--- config.mk ---
export PLATFORM = sky130hd
export DESIGN_NAME = mat4_dot_sequencer
export DESIGN_NICKNAME = d
export VERILOG_FILES = /design/src/rtl/mat4_pkg.sv /design/src/rtl/mat4_vec_select.sv /design/src/rtl/mat4_dot_sequencer.sv
export SDC_FILE = /design/constraint.sdc
export NUM_CORES = 2
export LEC_CHECK = 0
export CORE_AREA = 4 4 719 721
export DETAILED_ROUTE_END_ITERATION = 8
export DIE_AREA = 0 0 723 725
export PLACE_DENSITY = 0.41
export REMOVE_ABC_BUFFERS = 1
export SLEW_MARGIN = 5
export SYNTH_ARGS = -nofsm -noshare
export SYNTH_HDL_FRONTEND = slang
export SYNTH_SLANG_ARGS = --single-unit
--- constraint.sdc ---
create_clock -name clk -period 130.8 [get_ports clk]
set_input_delay 19.62 -clock clk [delete_from_list [all_inputs] [get_ports clk]]
set_output_delay 19.62 -clock clk [all_outputs]
set_load 0.01 [all_outputs]
--- src/rtl/mat4_pkg.sv ---
// Purpose : shared widths, sequencer state encoding and row/column gather helpers
//           for the 4x4 matrix multiply datapath.
// Latency : n/a (types and pure functions only).
// Backpr. : n/a.
package mat4_pkg;

    localparam int ELEM_W = 32;
    localparam int DIM    = 4;
    localparam int VEC_W  = ELEM_W * DIM;   // 128
    localparam int MAT_W  = VEC_W * DIM;    // 512

    typedef enum logic [2:0] {
        ST_CLR0  = 3'd0,   // post-reset engine clear
        ST_IDLE  = 3'd1,   // waiting for a job
        ST_ISSUE = 3'd2,   // present vectors, raise dp_start
        ST_WAIT  = 3'd3,   // wait for dp_done or timeout
        ST_CLR   = 3'd4,   // engine clear between dot products
        ST_OUT   = 3'd5    // present C until consumed
    } state_t;

    // Row i of a row-major matrix; lane k = M(i,k).
    function automatic logic [VEC_W-1:0] get_row(input logic [MAT_W-1:0] mat,
                                                 input logic [1:0]       i);
        logic [VEC_W-1:0] v;
        v = '0;
        for (int k = 0; k < DIM; k++) begin
            v[ELEM_W*k +: ELEM_W] = mat[ELEM_W*(DIM*int'(i) + k) +: ELEM_W];
        end
        return v;
    endfunction

    // Column j of a row-major matrix; lane k = M(k,j).
    function automatic logic [VEC_W-1:0] get_col(input logic [MAT_W-1:0] mat,
                                                 input logic [1:0]       j);
        logic [VEC_W-1:0] v;
        v = '0;
        for (int k = 0; k < DIM; k++) begin
            v[ELEM_W*k +: ELEM_W] = mat[ELEM_W*(DIM*k + int'(j)) +: ELEM_W];
        end
        return v;
    endfunction

endpackage

--- src/rtl/mat4_vec_select.sv ---
// Purpose : combinational gather of row A(i,*) and column B(*,j) for idx = {i,j}.
// Latency : 0 cycles (pure combinational; the parent registers the result).
// Backpr. : none.
// Ports   : i_a_mat/i_b_mat latched matrices, i_idx dot-product index,
//           o_vec_a row of A, o_vec_b column of B.
module mat4_vec_select
    import mat4_pkg::*;
(
    input  logic [MAT_W-1:0] i_a_mat,
    input  logic [MAT_W-1:0] i_b_mat,
    input  logic [3:0]       i_idx,
    output logic [VEC_W-1:0] o_vec_a,
    output logic [VEC_W-1:0] o_vec_b
);

    assign o_vec_a = get_row(i_a_mat, i_idx[3:2]);
    assign o_vec_b = get_col(i_b_mat, i_idx[1:0]);

endmodule

--- src/rtl/mat4_dot_sequencer.sv ---
// Purpose : accepts one A/B job, drives 16 row-by-column dot products through a
//           single engine and returns C = A x B on a valid/ready port.
// Latency : job accept to c_valid = 16*(D+2)+1 cycles for engine delay D, CLR_CYCLES=1.
// Backpr. : job_ready only in IDLE; C held stable until c_ready.
// Ports   : clk/reset; job_valid/job_ready/a_matrix/b_matrix job input;
//           dp_start/dp_vec_a/dp_vec_b/dp_result/dp_done/dp_clr engine side;
//           c_matrix/c_valid/c_ready/c_error result output.
module mat4_dot_sequencer
    import mat4_pkg::*;
#(
    parameter int TIMEOUT_CYCLES = 64,
    parameter int CLR_CYCLES     = 1
) (
    input  logic             clk,
    input  logic             reset,
    input  logic             job_valid,
    output logic             job_ready,
    input  logic [MAT_W-1:0] a_matrix,
    input  logic [MAT_W-1:0] b_matrix,
    output logic             dp_start,
    output logic [VEC_W-1:0] dp_vec_a,
    output logic [VEC_W-1:0] dp_vec_b,
    input  logic [ELEM_W-1:0] dp_result,
    input  logic             dp_done,
    output logic             dp_clr,
    output logic [MAT_W-1:0] c_matrix,
    output logic             c_valid,
    input  logic             c_ready,
    output logic             c_error
);

    localparam int TW = $clog2(TIMEOUT_CYCLES);
    localparam int CW = $clog2(CLR_CYCLES + 1);
    localparam logic [TW-1:0] TIMEOUT_LAST = TW'(TIMEOUT_CYCLES - 1);
    localparam logic [CW-1:0] CLR_LAST     = CW'(CLR_CYCLES);

    state_t            r_state;
    logic [MAT_W-1:0]  r_a;
    logic [MAT_W-1:0]  r_b;
    logic [MAT_W-1:0]  r_c;
    logic [3:0]        r_idx;
    logic [TW-1:0]     r_timer;
    logic [CW-1:0]     r_clr_cnt;   // cycles dp_clr has been high so far
    logic              r_err;
    logic              r_abort;
    logic              r_job_ready;
    logic              r_dp_start;
    logic              r_dp_clr;
    logic [VEC_W-1:0]  r_vec_a;
    logic [VEC_W-1:0]  r_vec_b;
    logic              r_c_valid;
    logic              r_c_error;

    logic [VEC_W-1:0]  w_vec_a;
    logic [VEC_W-1:0]  w_vec_b;

    mat4_vec_select u_vec_select (
        .i_a_mat (r_a),
        .i_b_mat (r_b),
        .i_idx   (r_idx),
        .o_vec_a (w_vec_a),
        .o_vec_b (w_vec_b)
    );

    always_ff @(posedge clk or posedge reset) begin
        if (reset) begin
            r_state     <= ST_CLR0;
            r_a         <= '0;
            r_b         <= '0;
            r_c         <= '0;
            r_idx       <= '0;
            r_timer     <= '0;
            r_clr_cnt   <= '0;
            r_err       <= 1'b0;
            r_abort     <= 1'b0;
            r_job_ready <= 1'b0;
            r_dp_start  <= 1'b0;
            r_dp_clr    <= 1'b0;
            r_vec_a     <= '0;
            r_vec_b     <= '0;
            r_c_valid   <= 1'b0;
            r_c_error   <= 1'b0;
        end else begin
            case (r_state)
                // dp_clr is still low on the first cycle out of reset, so the
                // pulse starts one cycle later and runs for CLR_CYCLES.
                ST_CLR0: begin
                    if (r_dp_clr && (r_clr_cnt == CLR_LAST)) begin
                        r_dp_clr    <= 1'b0;
                        r_clr_cnt   <= '0;
                        r_job_ready <= 1'b1;
                        r_state     <= ST_IDLE;
                    end else begin
                        r_dp_clr  <= 1'b1;
                        r_clr_cnt <= r_clr_cnt + CW'(1);
                    end
                end

                ST_IDLE: begin
                    if (job_valid) begin
                        r_a         <= a_matrix;
                        r_b         <= b_matrix;
                        r_idx       <= '0;
                        r_c         <= '0;
                        r_err       <= 1'b0;
                        r_abort     <= 1'b0;
                        r_job_ready <= 1'b0;
                        r_state     <= ST_ISSUE;
                    end
                end

                ST_ISSUE: begin
                    r_vec_a    <= w_vec_a;
                    r_vec_b    <= w_vec_b;
                    r_dp_start <= 1'b1;
                    r_timer    <= '0;
                    r_state    <= ST_WAIT;
                end

                // done is checked before the timer so a coincident done wins.
                ST_WAIT: begin
                    if (dp_done) begin
                        r_c[ELEM_W*r_idx +: ELEM_W] <= dp_result;
                        r_dp_start <= 1'b0;
                        r_dp_clr   <= 1'b1;
                        r_clr_cnt  <= CW'(1);
                        r_state    <= ST_CLR;
                    end else if (r_timer == TIMEOUT_LAST) begin
                        r_err      <= 1'b1;
                        r_abort    <= 1'b1;
                        r_dp_start <= 1'b0;
                        r_dp_clr   <= 1'b1;
                        r_clr_cnt  <= CW'(1);
                        r_state    <= ST_CLR;
                    end else begin
                        r_timer <= r_timer + TW'(1);
                    end
                end

                ST_CLR: begin
                    if (r_clr_cnt == CLR_LAST) begin
                        r_dp_clr  <= 1'b0;
                        r_clr_cnt <= '0;
                        if (r_abort || (r_idx == 4'd15)) begin
                            r_c_valid <= 1'b1;
                            r_c_error <= r_err;
                            r_state   <= ST_OUT;
                        end else begin
                            r_idx   <= r_idx + 4'd1;
                            r_state <= ST_ISSUE;
                        end
                    end else begin
                        r_clr_cnt <= r_clr_cnt + CW'(1);
                    end
                end

                ST_OUT: begin
                    if (c_ready) begin
                        r_c_valid   <= 1'b0;
                        r_c_error   <= 1'b0;
                        r_job_ready <= 1'b1;
                        r_state     <= ST_IDLE;
                    end
                end

                default: begin
                    r_state <= ST_CLR0;
                end
            endcase
        end
    end

    assign job_ready = r_job_ready;
    assign dp_start  = r_dp_start;
    assign dp_clr    = r_dp_clr;
    assign dp_vec_a  = r_vec_a;
    assign dp_vec_b  = r_vec_b;
    assign c_matrix  = r_c;
    assign c_valid   = r_c_valid;
    assign c_error   = r_c_error;

endmodule

======== Word-level counts from Yosys, hierarchy flattened ========
Index checks and enable logic that the tools add are counted.
cells by class
  divide/modulo/power cells ............... 0
  $lt $le $gt $ge ......................... 0
  multiply operators ...................... 0
  bitwise logic cells ..................... 0
  reduce and logical (&&, ||, !) cells .... 20
  muxes and demuxes ....................... 43
  shift operators ......................... 10
  add/subtract/negate cells ............... 10
  eq/ne operators ......................... 18
operator list
  cell                                                                        number
  512-bit by 32-bit variable part select with 32-bit output                   6
  512-bit two-way mux                                                         2
  512-bit one-hot mux with 2 select lines                                     1
  512-bit bitwise mux                                                         1
  32-bit by 34-bit variable shift with 512-bit output (first input constant)  1
  32-bit by 34-bit variable part select with 512-bit output                   1
  512-bit by 10-bit variable part select with 32-bit output                   1
  512-bit by 8-bit variable part select with 32-bit output                    1
  9-bit negation with 34-bit output                                           1
  3-bit two-way mux                                                           7
  2-bit != test (second input constant)                                       10
  3-bit one-hot mux with 6 select lines                                       1
  1-bit two-way mux                                                           17
  4-bit AND reduction                                                         4
  4-bit two-way mux                                                           3
  6-bit two-way mux                                                           2
  6-bit one-hot mux with 2 select lines                                       1
  4-bit by 2-bit adder with 5-bit output (first input constant)               2
  4-bit by 2-bit adder with 5-bit output (second input constant)              2
  1-bit one-hot mux with 3 select lines                                       3
  3-bit AND reduction                                                         3
  1-bit one-hot mux with 2 select lines                                       4
  4-bit one-hot mux with 2 select lines                                       1
  2-bit nonzero test                                                          4
  other kinds (17)                                                            22
word-level totals
  logic and storage cells ................. 116
  register bits after elaboration ......... 1812
  RAM bits ................................ 0
  output and inout port bits .............. 773
  latch bits .............................. 0
  memories kept ........................... 0
  ROM bits ................................ 0
  bits of input ports ..................... 1061

======== Longest topological paths before layout ========
  depth after elaboration ................. 5
  mapped depth ............................ 12

======== By module ========
From an unflattened synthesis, not the netlist that was laid out.
unflattened totals
  cells, all modules ...................... 6839
  area total of the unflattened synthesis .. 74582.8 um^2
by module, submodules not included
  module              cells each  area an instance (um^2)  instances
  mat4_dot_sequencer  6527        68189.1                  1
  mat4_vec_select     312         6393.6                   1

======== Worst setup path after synthesis ========
OpenSTA, ideal clock, no wires.
  kind .................................... input-to-reg
  from .................................... input port job_valid
  to ...................................... register r_c[499], in the netlist c_matrix[499]
  arrival time ............................ 20843 ps
  setup slack ............................. 109836 ps
  data required time ...................... 130678 ps
  stages .................................. 7
  path through ............................ mux2_4 -> and2_0 -> buf_2 -> and3_1 -> buf_6 -> buf_6 -> a32o_1
on the way
  cells in the longest elaborated chain, start to end .. 2
ends and longest elaborated chain
  what                            RTL line                   source
  start: declaration              mat4_dot_sequencer.sv:16   input logic job_valid,
  2-bit != test (no line)         n/a
  3-bit AND reduction (no line)   n/a
  end signal: indexed assignment  mat4_dot_sequencer.sv:123  r_c[ELEM_W*r_idx +: ELEM_W] <= dp_result;
  end: declaration                mat4_dot_sequencer.sv:40   logic [MAT_W-1:0] r_c;
No other way between the ends.
A chain may end at the register's enable or synchronous reset.

==> results.md <==
* Post-synth ARST share at 1.00
* Critical path required time at 131.64 ns
* Num Clock Sinks at ~1800
* Cts hold-fix bufs at 0
* Initial DRT Pass Iterations at 6
* Crit path time final at 24.34 ns
* Critical Path Fanout Max at roughly 160
* Post-CTS Setup Repair Bufs at 0
* ANT nets after route at 0
* Final-stage net count at approximately 10000
* Initial core utilization at 0.146
* R2R depth at 9
* CTS tree: yes
* Post-CTS sizing at 0
* Most used cell, CP: buf_4
* Drt drc at 0
* Non-filler cells, final at between 15000 and 20000
* H-tree depth at 4
* Slowest cell delay on critical path at roughly 0.87 ns
* Final setup fails at 0
* Routed wire length at roughly 420000 um
* RD Place Congestion at a little over 0.8
* Core Area at ~510000 sq um
* GRT Total Usage at 0.154
* TritonCTS Buffers at ~230
* Clock Pin Slew Worst Setup and Hold Paths at ~0.050 ns
* Placed inst area at about 100000 sq um
* Max-cap violations at 0
* Period utilisation layout at 0.186
* Placed Instances at between 15000 and 20000
* Fin. Hold Viols at 0
* Yosys cell types at approximately 70
* FF+latch count, synth at 1812
* Share of cells above drive strength 1 at 0.0844
* Final Slew Violations at 0
* Max clock buf depth at 4
* Avg WL per Cell at between 20 and 30 um
* # rows at between 200 and 300
* Peak Freq at slightly above 0.04 GHz
* First-pass GRT wire length at 563000 um
* Worst-margin pin slew at between 1 and 1.5 ns
* IO Port Bufs at approximately 1800
* Seq/Total Area, Yosys at 0.606
* Congestion Overflow GR at 0
* Count of flip-flops with a built-in enable after synthesis at 0
* Filler cells at about 56000
* Vias in the first global route at between 60000 and 70000
* Final instance area at roughly 110000 sq um
* Relative slew slack at 0.259
* Final TNS setup at 0 ns
* Avg Inst Size Synth at about 10 sq um
* LEAKAGE at around 0.05 uW
* Final Skew at roughly 0.075 ns
* Setup crit start kind: input port
* Status: finished clean
* Initial antenna violation count at around 150
* Total die area at about 520000 sq um
* DIE HEIGHT at just over 700 um
* Synthesized area at 74800 sq um
* Largest net degree at the start of global routing at roughly 200
* Area growth, synth to finish at 44.5%
* Critical path class: in -> async
* I/O pin count at 1834
* Fin util at 0.211
* Critical path arrival at 25.18 ns
* Power per Cell Area at ~20 nW/um^2
* Worst hold path class: reg -> reg
* Post-synth top flop: dfrtp_1
* Clock Latency Late Sink at just over 0.9 ns
* RSZ-0062 raised after global routing: false
* DR iter-0 viols at 3867
* Via count at 60810
* Vias per cell at between 3 and 4
* Post-DP HPWL at approximately 320000 um
* Crit path cell chain: clkdlybuf4s50_1, inv_8, buf_12, buf_4, buf_4, buf_4, buf_12, buf_4
* Mapped Cells at around 7500
* Worst VDD drop at 0.0116 mV
* CTS Root Buffer Type: clkbuf_16
* Syn. warnings at 0
* CP endpoint kind: asynchronous set/reset pin
* Die width at ~720 um
* WHS Path Cells at 2
* Slowest cell on crit path: buf_4
[metal layers]
layer,GRT usage,routed length [um]
met5,0,513
met4,0.0483,14000
met3,0.0457,30000
met2,0.270,209000
met1,0.181,165000
[cell usage in the layout, fill, tap and decap left out, drive strengths merged, types with 45 or more instances in the layout]
cell           synthesis  final
clkdlybuf4s50          0   1824
a22o                 230    230
diode                  0     59
mux2i                132    132
dfrtp               1812   1812
nand3                135    135
buf                  215    136
clkinv                 0     45
inv                   42     50
clkbuf               304    336
mux4                 256    256
nand2               4048   4048
o21ai                101    101
[power by group]
part	internal [uW]	leakage (uW)	switching, uW
Combinational	261	0.0223	433
Sequential	746	0.0235	117
Clock	364	0.00360	271
[Yosys cell counts, types with 3 or more instances]
cell,instances,share of area
nand2_1,4047,0.20
dfrtp_1,1812,0.61
clkbuf_1,303,0.015
mux4_2,256,0.077
a22o_1,230,0.027
buf_2,184,0.012
nand3_1,135,0.0090
mux2i_1,132,0.018
o21ai_0,87,0.0058
inv_1,41,0.0021
a2bb2oi_1,32,0.0037
a32o_1,27,0.0036
o21ai_1,13,0.00087
buf_6,12,0.0018
nor2_1,12,0.00060
buf_4,10,0.0010
a21oi_1,9,0.00060
buf_1,9,0.00045
ha_1,7,0.0012
nand2b_1,7,0.00059
and3_1,6,0.00050
nor3_1,6,0.00040
nor3_2,5,0.00067
mux2_1,4,0.00060
nand3b_1,4,0.00040
nand4_1,4,0.00033
nor2b_1,4,0.00033
o21a_1,4,0.00040
a21o_1,3,0.00030
a31oi_1,3,0.00025
and4_1,3,0.00035
or3_1,3,0.00025
xor2_1,3,0.00035
[metrics by stage]
| stage | total power [uW] | setup WS, ns | hold WS [ns] |
|---|---|---|---|
| global route | 2340 | 105.76 | 0.485 |
| floorplan | 1480 | 60.02 | 0.440 |
| finish | 2190 | 106.47 | 0.468 |
| detailed placement | 1590 | 105.32 | 0.457 |
| CTS | 2240 | 106.35 | 0.471 |
| global placement | 1580 | 105.29 | 0.452 |
[final cells by class]
class | count | area [sq um] | share of cell area
inverters | 42 | 165 | 0.00153
flip-flops and latches | 1812 | 45400 | 0.420
clock inverters | 70 | 767 | 0.00710
clock buffers | 336 | 6590 | 0.0610
well taps | 6757 | 8450 | 0.0782
diodes | 59 | 148 | 0.00137
repair buffers | 1960 | 19400 | 0.179
multi-input cells | 5088 | 27200 | 0.252
[sequential cells by signal, summed over array words and instances, names as in the netlist, 3 cells and up]
signal and flops:
c_matrix 512, dp_vec_a 128, dp_vec_b 128, r_a 512, r_b 512, r_idx 4, r_state 3, r_timer 6
[critical path, delay by kind of cell]
family                 cells  cell delay [ns]
buffers and inverters      8             4.96
[logic make-up (layout without fill, tap and decap cells)]
| family | after synthesis | after routing | share of synthesized area |
|---|---|---|---|
| AO/OA/AOI/OAI | 428 | 428 | 0.0451 |
| multiplexers | 394 | 394 | 0.0957 |
| flip-flops | 1812 | 1812 | 0.606 |
| adder cells (fa/ha/maj) | 7 | 7 | 0.00117 |
| buffers and inverters | 561 | 2408 | 0.0329 |
| XOR/XNOR | 6 | 6 | 0.000803 |
| AND/OR/NAND/NOR | 4253 | 4253 | 0.218 |
| other | 0 | 59 | 0 |
[path summary, 6_finish.rpt]
check / startpoint / end / slack (ns)
max reg2reg: r_state[1] / r_b[354] / 124.73
min in group asynchronous: reset / dp_vec_a[78] / 19.21
min reg2reg: r_b[197] / r_b[197] / 0.47
max: reset / r_b[194] / 106.47
min: r_b[197] / r_b[197] / 0.47
max in group clk: job_valid / r_b[354] / 106.60
(Power assumes the default switching activity.)
